$ cat src/rtl/keypad_serial_rx_pkg.sv
// rtl/keypad_serial_rx_pkg.sv - shared constants and P1 nibble helper for the keypad receiver
package keypad_serial_rx_pkg;

  typedef logic [7:0] key_vec_t;

  localparam int KEY_RIGHT  = 0;
  localparam int KEY_LEFT   = 1;
  localparam int KEY_UP     = 2;
  localparam int KEY_DOWN   = 3;
  localparam int KEY_A      = 4;
  localparam int KEY_B      = 5;
  localparam int KEY_SELECT = 6;
  localparam int KEY_START  = 7;

  localparam logic [15:0] P1_ADDR_DEFAULT = 16'hFF00;
  localparam logic [1:0]  P1_FIXED        = 2'b11;

  // Active-low group select; pressed keys read back as 0.
  function automatic logic [3:0] p1_nib(input logic [1:0] sel, input key_vec_t keys);
    logic [3:0] dir_grp;
    logic [3:0] btn_grp;
    dir_grp = sel[0] ? 4'h0 : keys[KEY_DOWN:KEY_RIGHT];
    btn_grp = sel[1] ? 4'h0 : keys[KEY_START:KEY_A];
    return ~(dir_grp | btn_grp);
  endfunction

endpackage

$ cat src/rtl/keypad_serial_rx_if.sv
// rtl/keypad_serial_rx_if.sv - serial link and CPU bus bundle for the keypad receiver
interface keypad_serial_rx_if;
  logic        hsync;
  logic        pvalid;
  logic        skey;
  logic [15:0] a;
  logic [7:0]  din;
  logic [7:0]  dout;
  logic        rd;
  logic        wr;
  logic        int_joy;

  modport master (
    output hsync, pvalid, skey, a, din, rd, wr,
    input  dout, int_joy
  );

  modport slave (
    input  hsync, pvalid, skey, a, din, rd, wr,
    output dout, int_joy
  );
endinterface

$ cat src/rtl/keypad_deser.sv
// rtl/keypad_deser.sv - hsync/pvalid framed MSB-first deserializer for the keypad link
module keypad_deser
  import keypad_serial_rx_pkg::*;
(
  input  logic     clk,
  input  logic     rstn,
  input  logic     hsync_i,
  input  logic     pvalid_i,
  input  logic     skey_i,
  output key_vec_t cap_data_o,
  output logic     cap_valid_o
);

  logic [3:0] cnt_q, cnt_d;
  key_vec_t   sh_q, sh_d;
  logic       armed_q, armed_d;
  logic       cap_valid_q, cap_valid_d;

  // armed_q blocks capture after reset until a real line start is seen.
  always_comb begin
    cnt_d       = cnt_q;
    sh_d        = sh_q;
    armed_d     = armed_q;
    cap_valid_d = 1'b0;
    if (hsync_i) begin
      cnt_d   = 4'd0;
      sh_d    = '0;
      armed_d = 1'b1;
    end else if (pvalid_i && armed_q && (cnt_q < 4'd8)) begin
      sh_d        = {sh_q[6:0], skey_i};
      cnt_d       = cnt_q + 4'd1;
      cap_valid_d = (cnt_q == 4'd7);
    end
  end

  always_ff @(posedge clk or negedge rstn) begin
    if (!rstn) begin
      cnt_q       <= 4'd0;
      sh_q        <= '0;
      armed_q     <= 1'b0;
      cap_valid_q <= 1'b0;
    end else begin
      cnt_q       <= cnt_d;
      sh_q        <= sh_d;
      armed_q     <= armed_d;
      cap_valid_q <= cap_valid_d;
    end
  end

  assign cap_data_o  = sh_q;
  assign cap_valid_o = cap_valid_q;

endmodule

$ cat src/rtl/keypad_serial_rx.sv
// rtl/keypad_serial_rx.sv - keypad link receiver with P1 register and joypad interrupt; optional KEYPAD_DEBOUNCE_EN filter
module keypad_serial_rx
  import keypad_serial_rx_pkg::*;
#(
  parameter logic [15:0] P1_ADDR        = P1_ADDR_DEFAULT,
  parameter int          DEBOUNCE_LINES = 2
) (
  input logic               clk,
  input logic               rstn,
  keypad_serial_rx_if.slave bus
);

  key_vec_t   cap_data;
  logic       cap_valid;
  key_vec_t   key_q, key_d;
  logic [1:0] sel_q, sel_d;
  logic [3:0] nib, nib_q;
  logic       int_q, int_d;
  logic       p1_hit;

  keypad_deser u_deser (
    .clk        (clk),
    .rstn       (rstn),
    .hsync_i    (bus.hsync),
    .pvalid_i   (bus.pvalid),
    .skey_i     (bus.skey),
    .cap_data_o (cap_data),
    .cap_valid_o(cap_valid)
  );

`ifdef KEYPAD_DEBOUNCE_EN
  localparam int RW = $clog2(DEBOUNCE_LINES + 1);
  localparam logic [RW-1:0] RUN_MAX = RW'(DEBOUNCE_LINES);

  key_vec_t      cand_q, cand_d;
  logic [RW-1:0] run_q, run_d;

  // run_q==0 only after reset, so the very first capture always starts a run.
  always_comb begin
    cand_d = cand_q;
    run_d  = run_q;
    key_d  = key_q;
    if (cap_valid) begin
      if ((cap_data == cand_q) && (run_q != '0)) begin
        run_d = (run_q == RUN_MAX) ? run_q : run_q + 1'b1;
      end else begin
        cand_d = cap_data;
        run_d  = RW'(1);
      end
      if (run_d >= RUN_MAX) key_d = cap_data;
    end
  end

  always_ff @(posedge clk or negedge rstn) begin
    if (!rstn) begin
      cand_q <= '0;
      run_q  <= '0;
    end else begin
      cand_q <= cand_d;
      run_q  <= run_d;
    end
  end
`else
  always_comb begin
    key_d = cap_valid ? cap_data : key_q;
  end
`endif

  assign p1_hit = (bus.a == P1_ADDR);
  assign nib    = p1_nib(sel_q, key_q);

  always_comb begin
    sel_d = (bus.wr && p1_hit) ? bus.din[5:4] : sel_q;
    int_d = |(nib_q & ~nib);
  end

  always_ff @(posedge clk or negedge rstn) begin
    if (!rstn) begin
      key_q <= '0;
      sel_q <= 2'b11;
      nib_q <= 4'hF;
      int_q <= 1'b0;
    end else begin
      key_q <= key_d;
      sel_q <= sel_d;
      nib_q <= nib;
      int_q <= int_d;
    end
  end

  assign bus.dout    = (bus.rd && p1_hit) ? {P1_FIXED, sel_q, nib} : 8'hFF;
  assign bus.int_joy = int_q;

endmodule

$ cat src/flat_wrapper.sv
// flat-port wrapper written by rule: the top's interface ports become plain ports
module keypad_serial_rx_flat import keypad_serial_rx_pkg::*;
#(
  parameter logic [15:0] P1_ADDR        = P1_ADDR_DEFAULT,
  parameter int          DEBOUNCE_LINES = 2
)
  (clk, rstn, bus_hsync, bus_pvalid, bus_skey, bus_a, bus_din, bus_rd, bus_wr, bus_dout, bus_int_joy);
  keypad_serial_rx_if bus_i ();
  input logic clk;
  input logic rstn;
  input wire logic [$bits(bus_i.hsync)-1:0] bus_hsync;
  input wire logic [$bits(bus_i.pvalid)-1:0] bus_pvalid;
  input wire logic [$bits(bus_i.skey)-1:0] bus_skey;
  input wire logic [$bits(bus_i.a)-1:0] bus_a;
  input wire logic [$bits(bus_i.din)-1:0] bus_din;
  input wire logic [$bits(bus_i.rd)-1:0] bus_rd;
  input wire logic [$bits(bus_i.wr)-1:0] bus_wr;
  output wire logic [$bits(bus_i.dout)-1:0] bus_dout;
  output wire logic [$bits(bus_i.int_joy)-1:0] bus_int_joy;
  assign bus_i.hsync = bus_hsync;
  assign bus_i.pvalid = bus_pvalid;
  assign bus_i.skey = bus_skey;
  assign bus_i.a = bus_a;
  assign bus_i.din = bus_din;
  assign bus_i.rd = bus_rd;
  assign bus_i.wr = bus_wr;
  assign bus_dout = bus_i.dout;
  assign bus_int_joy = bus_i.int_joy;
  keypad_serial_rx #(.P1_ADDR(P1_ADDR), .DEBOUNCE_LINES(DEBOUNCE_LINES)) u_core (.clk(clk), .rstn(rstn), .bus(bus_i));
endmodule
$ cat config.mk
export PLATFORM = sky130hd
export DESIGN_NAME = keypad_serial_rx_flat
export DESIGN_NICKNAME = d
export VERILOG_FILES = /design/src/rtl/keypad_serial_rx_pkg.sv /design/src/rtl/keypad_serial_rx_if.sv /design/src/rtl/keypad_deser.sv /design/src/rtl/keypad_serial_rx.sv /design/src/flat_wrapper.sv
export SDC_FILE = /design/constraint.sdc
export NUM_CORES = 1
export LEC_CHECK = 0
export CORE_ASPECT_RATIO = 0.75
export CORE_MARGIN = 2
export CORE_UTILIZATION = 40
export DETAILED_ROUTE_END_ITERATION = 10
export PLACE_DENSITY = 0.74
export SLEW_MARGIN = 20
export SYNTH_ARGS = -nofsm -noshare
export SYNTH_HDL_FRONTEND = slang
export SYNTH_SLANG_ARGS = --single-unit
$ cat constraint.sdc
create_clock -name clk -period 1.57 [get_ports clk]
set_input_delay 0.2355 -clock clk [delete_from_list [all_inputs] [get_ports clk]]
set_output_delay 0.2355 -clock clk [all_outputs]
set_load 0.02 [all_outputs]
==> metrics.md <==
| Metric | Value |
|---|---|
| Clock net sink count | `29` |
| Total power | `1.561 mW` |
| Final Max Tran Viols | `0` |
| Main flop type after synthesis | `dfrtp_1` |
| Worst-case clock buffer depth | `2` |
| Clk slew on worst S/H paths | `0.06 ns` |
| Hold-fix buffers, CTS | `0` |
| Reg-to-Reg End | `u_core.bus.int_joy$_DFF_PN0_` |
| Hold crit path type | `input pin to async pin` |
| Die Area | `between 3000 and 4000 µm²` |
| Failing checks | `negative setup slack` |
| Number of setup buffers added after CTS | `0` |
| Latest clock arrival within the worst-skew pair | `0.28 ns` |
| Worst path bufs/invs | `2` |
| Synth Instances | `125` |
| Synth warn | `0` |
| Worst-path fanout max | `6` |
| Final setup violation count | `6` |
| Row count | `17` |
| Worst R2R Path Depth | `4` |
| Via count | `1,042` |
| Worst setup EP type | `output port` |
| CP Data Arrival Time | `roughly 1.6 ns` |
| Crit-path slowest cell | `or4_4` |
| Reg2Reg Setup Slack | `0.32 ns` |
| CP most frequent cell | `buf_6` |
| PwrDens | `893.5 nW/µm²` |
| Worst Setup SP | `bus_a[3]` |
| Seq/Total Area, Yosys | `59.61%` |
| Area Overhead vs Synth | `42.01%` |
| Crit-path cells | `buf_6 -> or4_4 -> nor4_2 -> and2_4 -> nand2_2 -> buf_6` |
| DR DRC count | `0` |
| LEAKAGE | `0.7477 nW` |
| Worst endpoint required time | `roughly 1.3 ns` |
| I/O Buffers | `31` |
| Max-Cap Viols | `0` |
| Detailed Route WL | `around 2800 µm` |
| DRT iter0 DRCs | `73` |
| Multi-input combinational cell area | `466.7 µm²` |
| Worst clock skew | `0.004698 ns` |
| Detail Route Antenna Nets | `0` |
| GR Util All Layers | `18.78%` |
| Routability cong. | `0.7127` |
| Root Buffer | `clkbuf_8` |
| Post-DP HPWL | `2173 µm` |
| TritonRoute pass-1 iters | `4` |
| Die height | `52.02 µm` |
| Setup CP Type | `input pin to output port` |
| Starting Density | `41.90%` |
| Nets | `198` |
| Outcome | `finished with violations` |
| F_max | `549.7 MHz` |
| Crit-path max cell delay | `0.53 ns` |
| Final Hold Vio Count | `0` |
| Initial antenna violation count | `0` |
| Pin count of the biggest net entering global routing | `30` |
| Post-place setup slack | `-1.006 ns` |
| Critical path's top delay family | `simple AND/OR/NAND/NOR gates` |
| CTS HTree Levels | `2` |
| Global-route wire length before repair | `4795 µm` |
| GRT overflow | `0` |
| DR WL/cell | `approximately 14 µm` |
| Vias in the first global route | `1,031` |
| CP startpoint kind | `input pin` |
| DIE WIDTH | `68.03 µm` |
| Ys async rst share | `100.0%` |
| Commonest cells after routing, fill and taps aside | `nand2_1 (29), dfrtp_1 (23), clkdlybuf4s50_1 (17)` |
| Commonest non-fill, non-tap cell in the layout | `nand2_1` |
| Tcrit/Tclk final | `115.9%` |
| Mapped Area | `1230 µm²` |
| # diodes | `0` |
| RSZ-0062 raised after global routing | `true` |
| Ports | `40` |
| Tmin final | `1.819 ns` |
| Number of synthesized flops with an enable pin | `0` |
| Fill cell total of the finished layout | `between 200 and 250` |
| Ratio of cells with drive above 1 in the final layout | `26.35%` |
| Core Footprint | `2935 µm²` |
| Seq cells post-synth | `29` |
| Num CTS Buffers | `5` |
| Post-synth cell types | `28` |
| Post-route setup slack | `-0.2493 ns` |
| DR vias/cell | `5.083` |
| Syn_area_per_cell | `9.839 µm²` |
| Worst reg2reg startpoint | `u_core.sel_q[0]$_DFFE_PN1P_` |
| TritonCTS clock tree | `built` |
| Peak supply drop | `577.2 µV` |
| FF+latch area | `733.2 µm²` |
## stage by stage
| step | cells | TNS (ns) | utilization, % | area (µm²) | hold WS, ns |
|---|---|---|---|---|---|
| 6_report | 205 | -1.422 | 59.51 | 1747 | 0.3329 |
| 5_1_grt | 205 | -1.711 | 59.51 | 1747 | 0.3707 |
| 4_1_cts | 205 | -1.450 | 59.29 | 1740 | 0.3423 |
| 3_5_place_dp | 197 | -6.880 | 56.18 | 1649 | 0.4829 |
| 3_3_place_gp | 197 | -6.741 | 56.18 | 1649 | 0.4703 |
| 2_1_floorplan | 126 | -0.1715 | - | 1265 | -0.06009 |
## routing by layer
metal | global-route usage [%] | up-vias | share of wire, %
met1 | 25.73 | 517 | 45
met5 | 0 | - | 0
li1 | - | 489 | -
met4 | 12.00 | 0 | 3.5
met3 | 3.463 | 12 | 2.6
met2 | 27.18 | 24 | 49
## area by class of cell
class                   count  share of cell area, %
flip-flops and latches     29                  41.98
multi-input cells          80                  26.72
repair buffers             38                  20.20
clock buffers               7                  5.516
well taps                  38                  2.722
inverters                  12                  2.579
clock inverters             1                 0.2865
## worst register-to-register path: stages, from the launching register on
cell	delay (ns)
dfstp_2	0.58
o22ai_1	0.14
buf_4	0.16
a22oi_1	0.17
nand2_1	0.07
## kinds of logic (layout without fill, tap and decap cells)
| logic type | count (synthesis) | count (layout) | share of synthesized area [%] |
|---|---|---|---|
| flops | 29 | 29 | 59.61 |
| buf+inv | 17 | 58 | 5.798 |
| other cells | 1 | 2 | 0.3049 |
| simple gates | 49 | 49 | 19.13 |
| mux | 2 | 2 | 1.831 |
| compound gates | 24 | 24 | 10.88 |
| xor+xnor | 2 | 2 | 1.424 |
| fa+ha+maj | 1 | 1 | 1.017 |
## cell usage after synthesis (all sizes together) (2+ instances only)
library cell   n  area (µm²)
buf            2       15.01
dfrtp         23       575.6
o22ai          4       25.02
o21ai          8       40.04
clkbuf         3       11.26
dfstp          6       157.7
nand2         33       123.9
a22oi          2       15.01
mux2           2       22.52
inv           12       45.04
nor4           2       12.51
nor2           3       11.26
a21oi          9       45.04
nand2b         2       12.51
## worst max-delay path by stage
stage	to	slack [ns]	cells after the start
after floorplan	bus_dout[0]	-0.04	4
after global placement	bus_dout[0]	-0.99	6
after detailed placement	bus_dout[0]	-1.01	6
after CTS	bus_dout[0]	-0.26	6
after global routing	bus_dout[1]	-0.30	6
final	bus_dout[0]	-0.25	6
## power breakdown
group	switching (mW)	total (mW)	internal (mW)
combinational	0.0509	0.114	0.0634
clock	0.288	0.683	0.395
sequential	0.00653	0.763	0.756
## what timing repair did
item / CTS / global route
pin swaps: 4 / 3
gates resized for setup: 61 / 1
setup endpoints to repair: 8 / 6
## sequential cells by signal, summed over array words and instances, names as in the netlist
name	cells
u_core.bus.int_joy	1
u_core.key_q	8
u_core.nib_q	4
u_core.sel_q	2
u_core.u_deser.armed_q	1
u_core.u_deser.cap_data_o	8
u_core.u_deser.cap_valid_o	1
u_core.u_deser.cnt_q	4
No activity file was read; power rests on OpenSTA's default activity.
